[config.mk]
export PLATFORM = sky130hd
export DESIGN_NAME = cla_pipe_adder_flat
export DESIGN_NICKNAME = d
export VERILOG_FILES = /design/src/rtl/cla_pipe_adder_if.sv /design/src/rtl/cla_pipe_adder.sv /design/src/flat_wrapper.sv
export SDC_FILE = /design/constraint.sdc
export NUM_CORES = 1
export LEC_CHECK = 0
export CORE_ASPECT_RATIO = 1.25
export CORE_MARGIN = 2
export CORE_UTILIZATION = 35
export DETAILED_ROUTE_END_ITERATION = 8
export SETUP_SLACK_MARGIN = 0.4
export SYNTH_ARGS = -nofsm -noshare
export SYNTH_HDL_FRONTEND = slang
export SYNTH_SLANG_ARGS = --single-unit
[constraint.sdc]
create_clock -name clk -period 2.45 [get_ports clk]
set_input_delay 0.49 -clock clk [delete_from_list [all_inputs] [get_ports clk]]
set_output_delay 0.49 -clock clk [all_outputs]
set_load 0.02 [all_outputs]
[src/rtl/cla_pipe_adder_if.sv]
// rtl/cla_pipe_adder_if.sv - operand/result handshake bundle for cla_pipe_adder
interface cla_pipe_adder_if #(
  parameter int WIDTH = 16
);
  logic [WIDTH-1:0] ain;
  logic [WIDTH-1:0] bin;
  logic             cin;
  logic             sub;
  logic             in_valid;
  logic             in_ready;
  logic [WIDTH-1:0] sum;
  logic             cout;
  logic             ovf;
  logic             out_valid;
  logic             out_ready;

  modport master (
    output ain, bin, cin, sub, in_valid, out_ready,
    input  in_ready, sum, cout, ovf, out_valid
  );

  modport slave (
    input  ain, bin, cin, sub, in_valid, out_ready,
    output in_ready, sum, cout, ovf, out_valid
  );
endinterface

[src/rtl/cla_pipe_adder.sv]
// rtl/cla_pipe_adder.sv - pipelined add/sub, one 4-bit CLA group per stage; CLA_SAT_EN adds a saturating sat port
module cla_pipe_adder #(
  parameter int WIDTH = 16
) (
  input  logic clk,
  input  logic rst_n,
`ifdef CLA_SAT_EN
  input  logic sat,
`endif
  cla_pipe_adder_if.slave bus
);
  localparam int NG = WIDTH / 4;

  function automatic logic [4:0] cla4(input logic [3:0] a, input logic [3:0] b, input logic c0);
    logic [3:0] g;
    logic [3:0] p;
    logic [4:0] c;
    g    = a & b;
    p    = a | b;
    c[0] = c0;
    c[1] = g[0] | (p[0] & c0);
    c[2] = g[1] | (p[1] & g[0]) | (p[1] & p[0] & c0);
    c[3] = g[2] | (p[2] & g[1]) | (p[2] & p[1] & g[0]) | (p[2] & p[1] & p[0] & c0);
    c[4] = g[3] | (p[3] & g[2]) | (p[3] & p[2] & g[1]) | (p[3] & p[2] & p[1] & g[0])
         | (p[3] & p[2] & p[1] & p[0] & c0);
    return {c[4], a ^ b ^ c[3:0]};
  endfunction

  logic [NG-1:0]    v;
  logic [NG-1:0]    ld;
  logic [WIDTH-1:0] b_eff;
  logic             ovf_q;

  assign b_eff = bus.sub ? ~bus.bin : bus.bin;

  // ld[k]: stage k may load this edge; true if any stage at or after k is empty or the sink is ready.
  always_comb begin
    logic r;
    r  = bus.out_ready;
    ld = '0;
    for (int k = NG - 1; k >= 0; k--) begin
      r     = !v[k] || r;
      ld[k] = r;
    end
  end

  for (genvar k = 0; k < NG; k++) begin : g_stage
    localparam int IW = WIDTH - 4 * k;
    logic [IW-1:0]  in_a;
    logic [IW-1:0]  in_b;
    logic           in_c;
    logic           in_v;
    logic [3:0]     s;
    logic           c4;
    logic [4*k+3:0] raw;
    logic [4*k+3:0] acc_n;
    logic [4*k+3:0] acc_q;
    logic           c_q;
    logic           v_q;
`ifdef CLA_SAT_EN
    logic           in_sat;
`endif

    if (k == 0) begin : g_src
      assign in_a = bus.ain;
      assign in_b = b_eff;
      assign in_c = bus.sub | bus.cin;
      assign in_v = bus.in_valid;
      assign raw  = s;
`ifdef CLA_SAT_EN
      assign in_sat = sat;
`endif
    end else begin : g_src
      assign in_a = g_stage[k-1].g_ops.a_q;
      assign in_b = g_stage[k-1].g_ops.b_q;
      assign in_c = g_stage[k-1].c_q;
      assign in_v = g_stage[k-1].v_q;
      assign raw  = {s, g_stage[k-1].acc_q};
`ifdef CLA_SAT_EN
      assign in_sat = g_stage[k-1].g_ops.sat_q;
`endif
    end

    assign {c4, s} = cla4(in_a[3:0], in_b[3:0], in_c);

    always_ff @(posedge clk) begin
      if (!rst_n) begin
        v_q   <= 1'b0;
        c_q   <= 1'b0;
        acc_q <= '0;
      end else if (ld[k]) begin
        v_q   <= in_v;
        c_q   <= c4;
        acc_q <= acc_n;
      end
    end

    assign v[k] = v_q;

    // Operand bits not yet consumed move down with the operation, already shifted to [3:0].
    if (k < NG - 1) begin : g_ops
      logic [IW-5:0] a_q;
      logic [IW-5:0] b_q;
`ifdef CLA_SAT_EN
      logic          sat_q;
`endif
      always_ff @(posedge clk) begin
        if (!rst_n) begin
          a_q <= '0;
          b_q <= '0;
`ifdef CLA_SAT_EN
          sat_q <= 1'b0;
`endif
        end else if (ld[k]) begin
          a_q <= in_a[IW-1:4];
          b_q <= in_b[IW-1:4];
`ifdef CLA_SAT_EN
          sat_q <= in_sat;
`endif
        end
      end
    end

    if (k == NG - 1) begin : g_out
      logic ovf_n;
      // a^b^s at the top bit recovers the carry into bit WIDTH-1.
      assign ovf_n = in_a[3] ^ in_b[3] ^ s[3] ^ c4;

      always_comb begin
        acc_n = raw;
`ifdef CLA_SAT_EN
        if (in_sat && ovf_n) begin
          acc_n = c4 ? {1'b1, {(WIDTH-1){1'b0}}} : {1'b0, {(WIDTH-1){1'b1}}};
        end
`endif
      end

      always_ff @(posedge clk) begin
        if (!rst_n) begin
          ovf_q <= 1'b0;
        end else if (ld[k]) begin
          ovf_q <= ovf_n;
        end
      end
    end else begin : g_out
      assign acc_n = raw;
    end
  end

  assign bus.in_ready  = rst_n & ld[0];
  assign bus.out_valid = v[NG-1];
  assign bus.sum       = g_stage[NG-1].acc_q;
  assign bus.cout      = g_stage[NG-1].c_q;
  assign bus.ovf       = ovf_q;
endmodule
[src/flat_wrapper.sv]
// flat-port wrapper written by rule: the top's interface ports become plain ports
module cla_pipe_adder_flat 
#(
  parameter int WIDTH = 16
)
  (clk, rst_n, bus_ain, bus_bin, bus_cin, bus_sub, bus_in_valid, bus_out_ready, bus_in_ready, bus_sum, bus_cout, bus_ovf, bus_out_valid);
  cla_pipe_adder_if #(.WIDTH(WIDTH)) bus_i ();
  input  logic clk;
  input  logic rst_n;
  input wire logic [$bits(bus_i.ain)-1:0] bus_ain;
  input wire logic [$bits(bus_i.bin)-1:0] bus_bin;
  input wire logic [$bits(bus_i.cin)-1:0] bus_cin;
  input wire logic [$bits(bus_i.sub)-1:0] bus_sub;
  input wire logic [$bits(bus_i.in_valid)-1:0] bus_in_valid;
  input wire logic [$bits(bus_i.out_ready)-1:0] bus_out_ready;
  output wire logic [$bits(bus_i.in_ready)-1:0] bus_in_ready;
  output wire logic [$bits(bus_i.sum)-1:0] bus_sum;
  output wire logic [$bits(bus_i.cout)-1:0] bus_cout;
  output wire logic [$bits(bus_i.ovf)-1:0] bus_ovf;
  output wire logic [$bits(bus_i.out_valid)-1:0] bus_out_valid;
  assign bus_i.ain = bus_ain;
  assign bus_i.bin = bus_bin;
  assign bus_i.cin = bus_cin;
  assign bus_i.sub = bus_sub;
  assign bus_i.in_valid = bus_in_valid;
  assign bus_i.out_ready = bus_out_ready;
  assign bus_in_ready = bus_i.in_ready;
  assign bus_sum = bus_i.sum;
  assign bus_cout = bus_i.cout;
  assign bus_ovf = bus_i.ovf;
  assign bus_out_valid = bus_i.out_valid;
  cla_pipe_adder #(.WIDTH(WIDTH)) u_core (.clk(clk), .rst_n(rst_n), .bus(bus_i));
endmodule
==> impl_results.md <==
* Crit end category: output pin
* Global-route wire length before repair at 15300 µm
* Nets at around 670
* CP Data Arrival Time at 1.52 ns
* CTS Sinks at 97
* Largest area contributor in the netlist: dfxtp_1
* Worst Path Class, Setup: in -> out
* Yosys cell types at between 40 and 50
* Die area at between 0.01 and 0.015 mm²
* Yosys top cell area share at 0.432
* Clock Path Buffers at 2
* Mapped Cells at between 500 and 600
* DP Area at between 0.005 and 0.006 mm²
* Seq/Total Area, Yosys at 0.432
* Wirelength, routed at 9010 µm
* Highest-delay cell along the critical path: and4b_4
* Largest fanout on the critical path at 5
* Clock Skew at between 0.004 and 0.005 ns
* Drt drc at 0
* Post-synth top cells: nand2_1, dfxtp_1, a21oi_1
* Type of origin of the critical path: primary input
* Drt pass-1 iters at 4
* Worst reg-to-reg path cell count at 6
* Final setup viols at 0
* Global Route Usage Sum at 0.138
* Synth top area cells: dfxtp_1, nand2_1, ha_1
* Routed len/inst at 11.7 µm
* Static leakage at approximately 0.0022 µW
* Worst slew pin tran at 0.473 ns
* Final core occ at 0.444
* Crit path max-delay family: simple AND/OR/NAND/NOR gates
* Vias at between 3000 and 4000
* Row count at 46
* Number of CTS-inserted buffers at 9
* Max Cap Violations at 0
* Critical Path Max Stage Delay at ~0.34 ns
* Fin. max-slew vios at 0
* Crit share post-route at 0.820
* Pwr/cell area at around 660 mW/mm²
* Root Driver: clkbuf_16
* Post-route ant nets at 0
* Outcome: finished clean
* Top-count cell post-synth: nand2_1
* Post-DP HPWL at ~6700 µm
* Largest net degree at the start of global routing at 35
* Tmin final at approximately 2.0 ns
* CP startpoint: bus_out_ready
* Global placer's final weighted congestion at 0.829
* Core area at roughly 0.013 mm²
* Hold depth at 2
* Reg2reg setup slack at 0.68 ns
* Pwr Total at approximately 3700 µW
* 1st-iter DRT viols at 113
* Synthesized Nets at a little over 600
* CTS tree: done
* Worst skew pair latency at 0.34 ns
* Critical Path End: bus_in_ready
* CP cell instances: clkdlybuf4s15_1 > and4b_4 > and2_4 > nor2_1 > buf_4 > buf_4
* Fmax achieved at about 0.5 GHz
* Initial antenna violation count at 0
* Top-level I/O count at 58
* Most used cell, CP: buf_4
* H-tree levels at 3
* Worst reg2reg path endpoint: u_core.bus.sum[15]$_SDFFE_PN0P_
* Die Ht at between 100 and 150 µm
* Grt ovf at 0
* HP Class: reg -> reg
* Worst r2r src: u_core.g_stage[2].g_ops.b_q[0]$_SDFFE_PN0P_
* Peak VDD IR at 0.298 mV
* Number of synthesis warnings at 0
* Hold Fails Final Rpt at 0
* Buffer and inverter count on the worst path at 3
* Area delta synth->final at 24.4%
* Syn avg cell area at 8.20 µm²
* Cell area after synthesis at 0.00449 mm²
* Main synth FF type: dfxtp_1
* Number of global-route vias before repair at 3438
* Post-CTS setup buffer count at 0
* Yosys reg bits at between 90 and 100
* Max_slew headroom at 0.684
* Final Instance Area at between 0.005 and 0.006 mm²
* Vias per cell at 4.63
* WP depth at 6
* CP required at 1.96 ns
* RSZ-0062 raised after global routing: no
* Initial Util at 0.357
* Post-synth EDFFs at 0
* Die W at about 110 µm
* Layout cells sized above 1 at 0.0694
* Antenna cell count at 0
* Fraction of registers with async set or reset after synthesis at 0
* Port Buffer Count at 57
* Clock slew at reported path FFs at 0.07 ns
==> layout by cell type (no fill, tap or decap), types with 2 or more instances in the layout <==
cell / netlist / layout
nor3_1: 3 / 3
nor2_1: 28 / 28
nand3_1: 8 / 8
a31oi_1: 3 / 3
o211ai_1: 2 / 2
bufinv_16: 0 / 3
a211oi_1: 16 / 16
clkbuf_16: 0 / 9
a211o_1: 2 / 2
nand3b_1: 3 / 3
buf_4: 3 / 18
nor3b_1: 2 / 2
a2111oi_0: 3 / 3
nand4_1: 2 / 2
o21ai_0: 7 / 7
a21oi_1: 70 / 70
xor2_1: 9 / 9
fa_1: 4 / 4
clkinvlp_4: 0 / 2
inv_1: 47 / 46
nand2b_1: 4 / 4
ha_1: 32 / 32
dfxtp_1: 97 / 97
a221oi_1: 2 / 2
nand2_1: 133 / 133
nor2b_1: 2 / 2
a311o_1: 2 / 2
clkdlybuf4s50_1: 0 / 54
xnor2_1: 12 / 12
and3_1: 4 / 4
==> registers in the layout (all words and copies together), names as in the netlist <==
register,cells
u_core.bus.cout,1
u_core.bus.out_valid,1
u_core.bus.ovf,1
u_core.bus.sum,16
u_core.g_stage.acc_q,24
u_core.g_stage.c_q,3
u_core.g_stage.g_ops.a_q,24
u_core.g_stage.g_ops.b_q,24
u_core.g_stage.v_q,3
==> layout make-up <==
type / instances / area [µm²]
Multi-Input combinational cell: 370 / 2210
Fill cell: 1270 / 7010
Tap cell: 168 / 210
Clock buffer: 9 / 225
Inverter: 47 / 176
Sequential cell: 97 / 1940
Clock inverter: 7 / 119
Timing Repair Buffer: 75 / 714
==> worst min path at each step <==
stage / start / endpoint / slack, ns
2_1_floorplan: u_core.g_stage[1].acc_q[7]$_SDFFE_PN0P_ / u_core.g_stage[2].acc_q[7]$_SDFFE_PN0P_ / 0.43
3_3_place_gp: u_core.bus.sum[4]$_SDFFE_PN0P_ / u_core.bus.sum[4]$_SDFFE_PN0P_ / 0.44
3_5_place_dp: u_core.bus.sum[7]$_SDFFE_PN0P_ / u_core.bus.sum[7]$_SDFFE_PN0P_ / 0.44
4_1_cts: u_core.bus.sum[7]$_SDFFE_PN0P_ / u_core.bus.sum[7]$_SDFFE_PN0P_ / 0.45
5_1_grt: u_core.bus.sum[2]$_SDFFE_PN0P_ / u_core.bus.sum[2]$_SDFFE_PN0P_ / 0.47
6_report: u_core.bus.sum[3]$_SDFFE_PN0P_ / u_core.bus.sum[3]$_SDFFE_PN0P_ / 0.45
==> logic make-up after synthesis <==
family	share of synthesized area
AND/OR/NAND/NOR	0.184
AO/OA/AOI/OAI	0.158
flip-flops	0.432
buffers and inverters	0.0777
adder cells (fa/ha/maj)	0.107
XOR/XNOR	0.0409
==> per-layer routing <==
metal	share of wire	global-route usage	routed length, µm
met5	0	0	0
met4	0.026	0.0722	233
met3	0.032	0.0273	286
met2	0.48	0.248	4330
met1	0.46	0.155	4160
==> worst register-to-register path: stages, from the launching register on <==
cell,delay (ns)
dfxtp_1,0.39
inv_1,0.11
ha_1,0.20
nand2b_1,0.16
a211o_1,0.36
a2111oi_0,0.34
nand3b_1,0.15
==> metrics by stage <==
step | setup TNS (ns) | hold WS (ns) | setup slack [ns] | instances
after detailed placement | -0.284 | 0.444 | -0.277 | 757
after floorplan | 0 | 0.432 | 0.445 | 548
after global routing | 0 | 0.467 | 0.400 | 773
after CTS | 0 | 0.453 | 0.385 | 773
after global placement | -0.260 | 0.441 | -0.260 | 757
final | 0 | 0.449 | 0.442 | 773
==> where the power goes <==
part | switching (µW) | internal (µW) | total, µW | leakage (µW)
Clock | 594 | 997 | 1590 | 0.000162
Combinational | 191 | 201 | 392 | 0.00127
Sequential | 56.6 | 1680 | 1730 | 0.000798
Total | 842 | 2870 | 3710 | 0.00223
==> what timing repair did <==
action                     CTS  global route
gates resized for setup      7             2
setup endpoints to repair    3             1
hold endpoints to repair     0             0
hold buffers                 0             0
(Power assumes the default switching activity.)
